$ cat src/rtl/edge_scan_pkg.sv
`default_nettype none
// +----------------------------------------------------------------------+
// | Module      : edge_scan_pkg                                          |
// | Description : Shared types and constants for the edge-result scan    |
// |               controller (state enum, sizes, saturating adder).      |
// | Revision    : 1.0 - initial release                                  |
// +----------------------------------------------------------------------+
package edge_scan_pkg;

  typedef enum logic [1:0] {
    IDLE  = 2'd0,
    SCAN  = 2'd1,
    DRAIN = 2'd2
  } state_e;

  localparam int NUM_WORDS_C  = 64;  // 4 banks x 16 words
  localparam int BANK_WORDS_C = 16;
  localparam int CNT_W_C      = 12;
  localparam int IDX_W_C      = 6;

  // Add a word popcount to the running edge count, clamping at all-ones.
  function automatic logic [CNT_W_C-1:0] sat_add(input logic [CNT_W_C-1:0] acc,
                                                 input logic [5:0]         inc);
    logic [CNT_W_C:0] sum;
    sum = {1'b0, acc} + (CNT_W_C+1)'(inc);
    return sum[CNT_W_C] ? {CNT_W_C{1'b1}} : sum[CNT_W_C-1:0];
  endfunction

endpackage
`default_nettype wire

$ cat src/rtl/edge_scan_ctrl_popcnt.sv
`default_nettype none
// +----------------------------------------------------------------------+
// | Module      : popcnt32                                               |
// | Description : Combinational population count of a 32-bit word.      |
// | Revision    : 1.0 - initial release                                  |
// +----------------------------------------------------------------------+
module popcnt32 (
  input  logic [31:0] data_i,
  output logic [5:0]  count_o
);

  // Sum the individual bits; synthesis folds this into an adder tree.
  always_comb begin
    count_o = 6'd0;
    for (int i = 0; i < 32; i++) begin
      count_o = count_o + 6'(data_i[i]);
    end
  end

endmodule
`default_nettype wire

$ cat src/rtl/edge_scan_ctrl.sv
`default_nettype none
// +----------------------------------------------------------------------+
// | Module      : edge_scan_ctrl                                         |
// | Description : Walks the 64-word edge-result readout mux, streams     |
// |               each word downstream with its index and accumulates    |
// |               the total number of set bits.                          |
// |               Optional build macro EDGE_SCAN_SKIP_ZERO_EN: zero words |
// |               are skipped; a one-word staging register lets out_last |
// |               land on the final non-zero word.                       |
// | Revision    : 1.0 - initial release                                  |
// +----------------------------------------------------------------------+
module edge_scan_ctrl
  import edge_scan_pkg::*;
#(
  parameter int NUM_WORDS = NUM_WORDS_C,
  parameter int WORD_W    = 32
) (
  input  logic                CLK,
  input  logic                RST,
  input  logic                start,
  input  logic                abort,
  output logic [1:0]          sel1,
  output logic [7:0]          sel2,
  input  logic [WORD_W-1:0]   rd_data,
  output logic [WORD_W-1:0]   out_data,
  output logic [IDX_W_C-1:0]  out_idx,
  output logic                out_valid,
  output logic                out_last,
  input  logic                out_ready,
  output logic                busy,
  output logic                done,
  output logic [CNT_W_C-1:0]  edge_cnt
);

  localparam int WSEL_W = $clog2(BANK_WORDS_C);

  state_e               state_q;
  logic [IDX_W_C-1:0]   addr_q;
  logic [WORD_W-1:0]    out_data_q;
  logic [IDX_W_C-1:0]   out_idx_q;
  logic                 out_valid_q;
  logic                 out_last_q;
  logic                 done_q;
  logic [CNT_W_C-1:0]   cnt_q;

`ifdef EDGE_SCAN_SKIP_ZERO_EN
  logic [WORD_W-1:0]    stg_data_q;
  logic [IDX_W_C-1:0]   stg_idx_q;
  logic                 stg_valid_q;
`endif

  logic [5:0]           pop_d;
  logic [CNT_W_C-1:0]   cnt_d;
  logic                 last_addr_d;
  logic                 can_load_d;
  logic [IDX_W_C-1:0]   addr_adv_d;
  state_e               state_adv_d;

  popcnt32 u_popcnt (
    .data_i  (rd_data),
    .count_o (pop_d)
  );

  // Readout address split into bank and word-in-bank; upper sel2 bits unused.
  assign sel1 = addr_q[IDX_W_C-1:WSEL_W];
  assign sel2 = 8'(addr_q[WSEL_W-1:0]);

  assign out_data  = out_data_q;
  assign out_idx   = out_idx_q;
  assign out_valid = out_valid_q;
  assign out_last  = out_last_q;
  assign done      = done_q;
  assign edge_cnt  = cnt_q;
  assign busy      = (state_q != IDLE);

  assign cnt_d       = sat_add(cnt_q, pop_d);
  assign last_addr_d = (addr_q == IDX_W_C'(NUM_WORDS - 1));
  // Output register may take a new word when empty or being consumed now.
  assign can_load_d  = !out_valid_q || out_ready;

  // Address step: the final word moves to DRAIN and parks addr at 0.
  always_comb begin
    addr_adv_d  = last_addr_d ? '0 : addr_q + IDX_W_C'(1);
    state_adv_d = last_addr_d ? DRAIN : SCAN;
  end

  // Scan FSM with registered stream outputs, done pulse and edge count.
  always_ff @(posedge CLK) begin
    if (RST) begin
      state_q     <= IDLE;
      addr_q      <= '0;
      out_data_q  <= '0;
      out_idx_q   <= '0;
      out_valid_q <= 1'b0;
      out_last_q  <= 1'b0;
      done_q      <= 1'b0;
      cnt_q       <= '0;
`ifdef EDGE_SCAN_SKIP_ZERO_EN
      stg_data_q  <= '0;
      stg_idx_q   <= '0;
      stg_valid_q <= 1'b0;
`endif
    end else begin
      done_q <= 1'b0;
      if ((state_q != IDLE) && abort) begin
        // Abort beats any capture; the partial edge count is kept.
        out_valid_q <= 1'b0;
        out_last_q  <= 1'b0;
        done_q      <= 1'b1;
        addr_q      <= '0;
        state_q     <= IDLE;
`ifdef EDGE_SCAN_SKIP_ZERO_EN
        stg_valid_q <= 1'b0;
`endif
      end else begin
        unique case (state_q)
          IDLE: begin
            if (start) begin
              addr_q  <= '0;
              cnt_q   <= '0;
              state_q <= SCAN;
            end
          end
          SCAN: begin
`ifdef EDGE_SCAN_SKIP_ZERO_EN
            if (out_valid_q && out_ready) begin
              out_valid_q <= 1'b0;
              out_last_q  <= 1'b0;
            end
            if (rd_data == '0) begin
              addr_q  <= addr_adv_d;
              state_q <= state_adv_d;
            end else if (!stg_valid_q) begin
              stg_data_q  <= rd_data;
              stg_idx_q   <= addr_q;
              stg_valid_q <= 1'b1;
              cnt_q       <= cnt_d;
              addr_q      <= addr_adv_d;
              state_q     <= state_adv_d;
            end else if (can_load_d) begin
              // A later non-zero word exists, so the staged one is not last.
              out_data_q  <= stg_data_q;
              out_idx_q   <= stg_idx_q;
              out_valid_q <= 1'b1;
              out_last_q  <= 1'b0;
              stg_data_q  <= rd_data;
              stg_idx_q   <= addr_q;
              cnt_q       <= cnt_d;
              addr_q      <= addr_adv_d;
              state_q     <= state_adv_d;
            end
`else
            if (can_load_d) begin
              out_data_q  <= rd_data;
              out_idx_q   <= addr_q;
              out_valid_q <= 1'b1;
              out_last_q  <= last_addr_d;
              cnt_q       <= cnt_d;
              addr_q      <= addr_adv_d;
              state_q     <= state_adv_d;
            end
`endif
          end
          DRAIN: begin
`ifdef EDGE_SCAN_SKIP_ZERO_EN
            if (stg_valid_q) begin
              if (can_load_d) begin
                out_data_q  <= stg_data_q;
                out_idx_q   <= stg_idx_q;
                out_valid_q <= 1'b1;
                out_last_q  <= 1'b1;
                stg_valid_q <= 1'b0;
              end
            end else if (can_load_d) begin
              // Covers the all-zero scan: done with no beat ever shown.
              out_valid_q <= 1'b0;
              out_last_q  <= 1'b0;
              done_q      <= 1'b1;
              state_q     <= IDLE;
            end
`else
            if (out_valid_q && out_ready) begin
              out_valid_q <= 1'b0;
              out_last_q  <= 1'b0;
              done_q      <= 1'b1;
              state_q     <= IDLE;
            end
`endif
          end
          default: state_q <= IDLE;
        endcase
      end
    end
  end

endmodule
`default_nettype wire

$ cat config.mk
export PLATFORM = sky130hd
export DESIGN_NAME = edge_scan_ctrl
export DESIGN_NICKNAME = d
export VERILOG_FILES = /design/src/rtl/edge_scan_pkg.sv /design/src/rtl/edge_scan_ctrl_popcnt.sv /design/src/rtl/edge_scan_ctrl.sv
export SDC_FILE = /design/constraint.sdc
export NUM_CORES = 1
export LEC_CHECK = 0
export ABC_AREA = 1
export CORE_MARGIN = 2
export CORE_UTILIZATION = 44
export DETAILED_ROUTE_END_ITERATION = 16
export HOLD_SLACK_MARGIN = 0.06
export PLACE_DENSITY = 0.87
export SLEW_MARGIN = 10
export SYNTH_ARGS = -nofsm -noshare
export SYNTH_HDL_FRONTEND = slang
export SYNTH_SLANG_ARGS = --single-unit
$ cat constraint.sdc
create_clock -name CLK -period 7.22 [get_ports CLK]
set_input_delay 1.444 -clock CLK [delete_from_list [all_inputs] [get_ports CLK]]
set_output_delay 1.444 -clock CLK [all_outputs]
set_load 0.01 [all_outputs]
==> results.cfg <==
[floorplanning]
core_area_um2 = 7810
die-area_um2 = 8890
row_count = 32
die_h_um = 94.3
ioPinCount = 101
die_x_um = 94.3
initial_core_util_pct = 45.9

[clock_tree]
cts_tree = yes
path_clk_slew_ps = 80
clockRootBuffer = clkbuf_8
numCtsBuffers = 9
worstSkewPairLatency_ps = 350
htree_levels = 3
cts_setup_buffers = 0
cts_sinks = 61
holdBufCountCts = 0
clock_path_buffers = 2

[placed_design]
hpwlAfterDp_um = 7100
place_area_um2 = 4710
io_buffers = 96
dp_slack_ps = -642
place_congestion = 0.929

[synthesis]
synthesis.area_um2 = 3590
synth_top_cell_area_share_pct = 34.0
synth_cells = 473
yosys_warnings = 0
avgSynthCellArea_um2 = 7.58
synth_area_leaders = dfxtp_1 (34%), fa_1 (14%), inv_1 (9.0%)
yosysSeqAreaShare_pct = 34.0
synth_top_area_cell = dfxtp_1
ys_ff_latch = 61
yosysUniqueCellTypes = 27

[power_and_ir_drop]
p_leak_nw = 2.36
power_density_nw_per_um2 = 475
vdd_drop_max_v = 0.000410
power_mw = 2.43

[final_layout]
final_common_cell = clkdlybuf4s50_1
fin_util_pct = 65.5
area_growth_pct = 42.6
layout.nets = 660
num_antenna_cells = 0
final_area_um2 = 5110
multi_input_area_um2 = 2050
nFillCells = 624
drive_above_1_share_pct = 12.9
regArea_um2 = 1220
layout_common_cells = clkdlybuf4s50_1 (88), inv_1 (79), nand2_1 (72)

[global_routing]
grt.overflow.total = 0
track_usage_pct = 22.9
grt_pass1_vias = 3506
grt_antenna_before_repair = 0
grt_pass1_wl_um = 15900
grt_max_degree = 79

[drt]
wl_per_cell_um = 14.4
postRouteAntennaNets = 0
dr.pass1.iters = 5
vias = 3520
vias_per_cell = 5.10
drt-total-wl_um = 9930
drc = 0
drtIter0Drc = 153

[worst_setup_path]
crit_fanout = 6
arrival_ps = 7290
cp-start-kind = primary input
worstSetupPathType = primary input to flop
endpoint_kind = flop
cp.required_ps = 7490

[sta]
max_freq_mhz = 142
fin_setup_tns_ps = 0
relSlewSlack_pct = 31.4
finalWorstSetupSlack_ps = 200
drv_slew = 0
hold_viol_final = 0
period_needed_ps = 7020
worst_pin_slew_ps = 1030
finClkSkew_ps = 9.12
setup_viol = 0
period_share_pct = 97.2

[flow_run]
maxCapViolCount = 0

[status]
outcome = finished clean

[hold_path]
worstHoldPathType = flop to flop
[Yosys cell counts (all sizes together)]
master / n
inv: 90
nand2: 79
dfxtp: 61
a21oi: 55
o21ai: 48
nor2: 47
fa: 25
nand3: 20
ha: 15
buf: 14
clkbuf: 5
xnor2: 3
a211oi: 2
nand4: 2
nor3: 2
xor2: 2
conb: 1
nand3b: 1
o211ai: 1
[logic make-up after synthesis]
group / Yosys count / synth area share (%)
fa+ha+maj: 40 / 19.2
flops: 61 / 34.0
buf+inv: 109 / 12.6
simple gates: 151 / 17.5
xor+xnor: 5 / 1.22
compound gates: 106 / 15.3
other cells: 1 / 0.105
[through the flow]
step	cells	hold WS, ps
final	690	504
after global routing	690	511
after CTS	690	494
after detailed placement	673	484
after global placement	673	472
after floorplan	476	497
[critical path, cell delays in order]
cell and delay [ps]:
clkdlybuf4s50_1 470, fa_1 560, inv_1 60, fa_1 480, fa_1 540, fa_1 430, fa_1 530, fa_1 450
fa_2 410, fa_2 390, o21ai_2 140, xor2_1 90, ha_1 360, nand2_2 100, nor2_4 120, nand2_2 70
nand3_4 160, nand3_4 130, o21ai_2 100, nand2_1 90, a21oi_2 160
[worst paths after layout]
kind	from	to	slack [ps]	depth (start not counted)
worst min register to register	edge_cnt[5]	edge_cnt[5]	500	2
worst min-delay path	edge_cnt[5]	edge_cnt[5]	500	2
worst max register to register	state_q[0]	edge_cnt[8]	4670	11
worst max-delay path	rd_data[12]	edge_cnt[2]	200	21
[state kept, by name, summed over array words and instances (netlist names)]
register / cells
out_data: 32
edge_cnt: 12
addr_q: 6
out_idx: 6
state_q: 2
done: 1
out_last: 1
out_valid: 1
[final cells by class]
type | instances | area share (%)
timing repair buffer | 114 | 21.9
clock inverter | 7 | 2.69
sequential | 61 | 23.9
tap | 102 | 2.50
inverter | 90 | 6.61
clock buffer | 9 | 2.42
multi-input combinational | 307 | 40.0
[layer usage]
metal | track usage, % | routed length, um | up-vias
met5 | 0 | 0 | -
met4 | 7.85 | 164 | 0
met3 | 6.74 | 778 | 22
met2 | 42.0 | 5230 | 165
met1 | 25.1 | 3750 | 1645
li1 | - | - | 1688
[report_power, final]
group / internal, mW / leakage (nW) / switching, mW
clock: 0.263 / 0.129 / 0.144
sequential: 0.361 / 0.497 / 0.0192
combinational: 0.756 / 1.73 / 0.885
total: 1.38 / 2.36 / 1.05
[repair_timing]
item                                   in CTS  in global routing
endpoints found under the hold margin       0                  0
pin swaps                                   1                 26
cloned                                      1                  0
setup endpoints to repair                  12                 12
resized for setup                           8                 42
(Power assumes the default switching activity.)
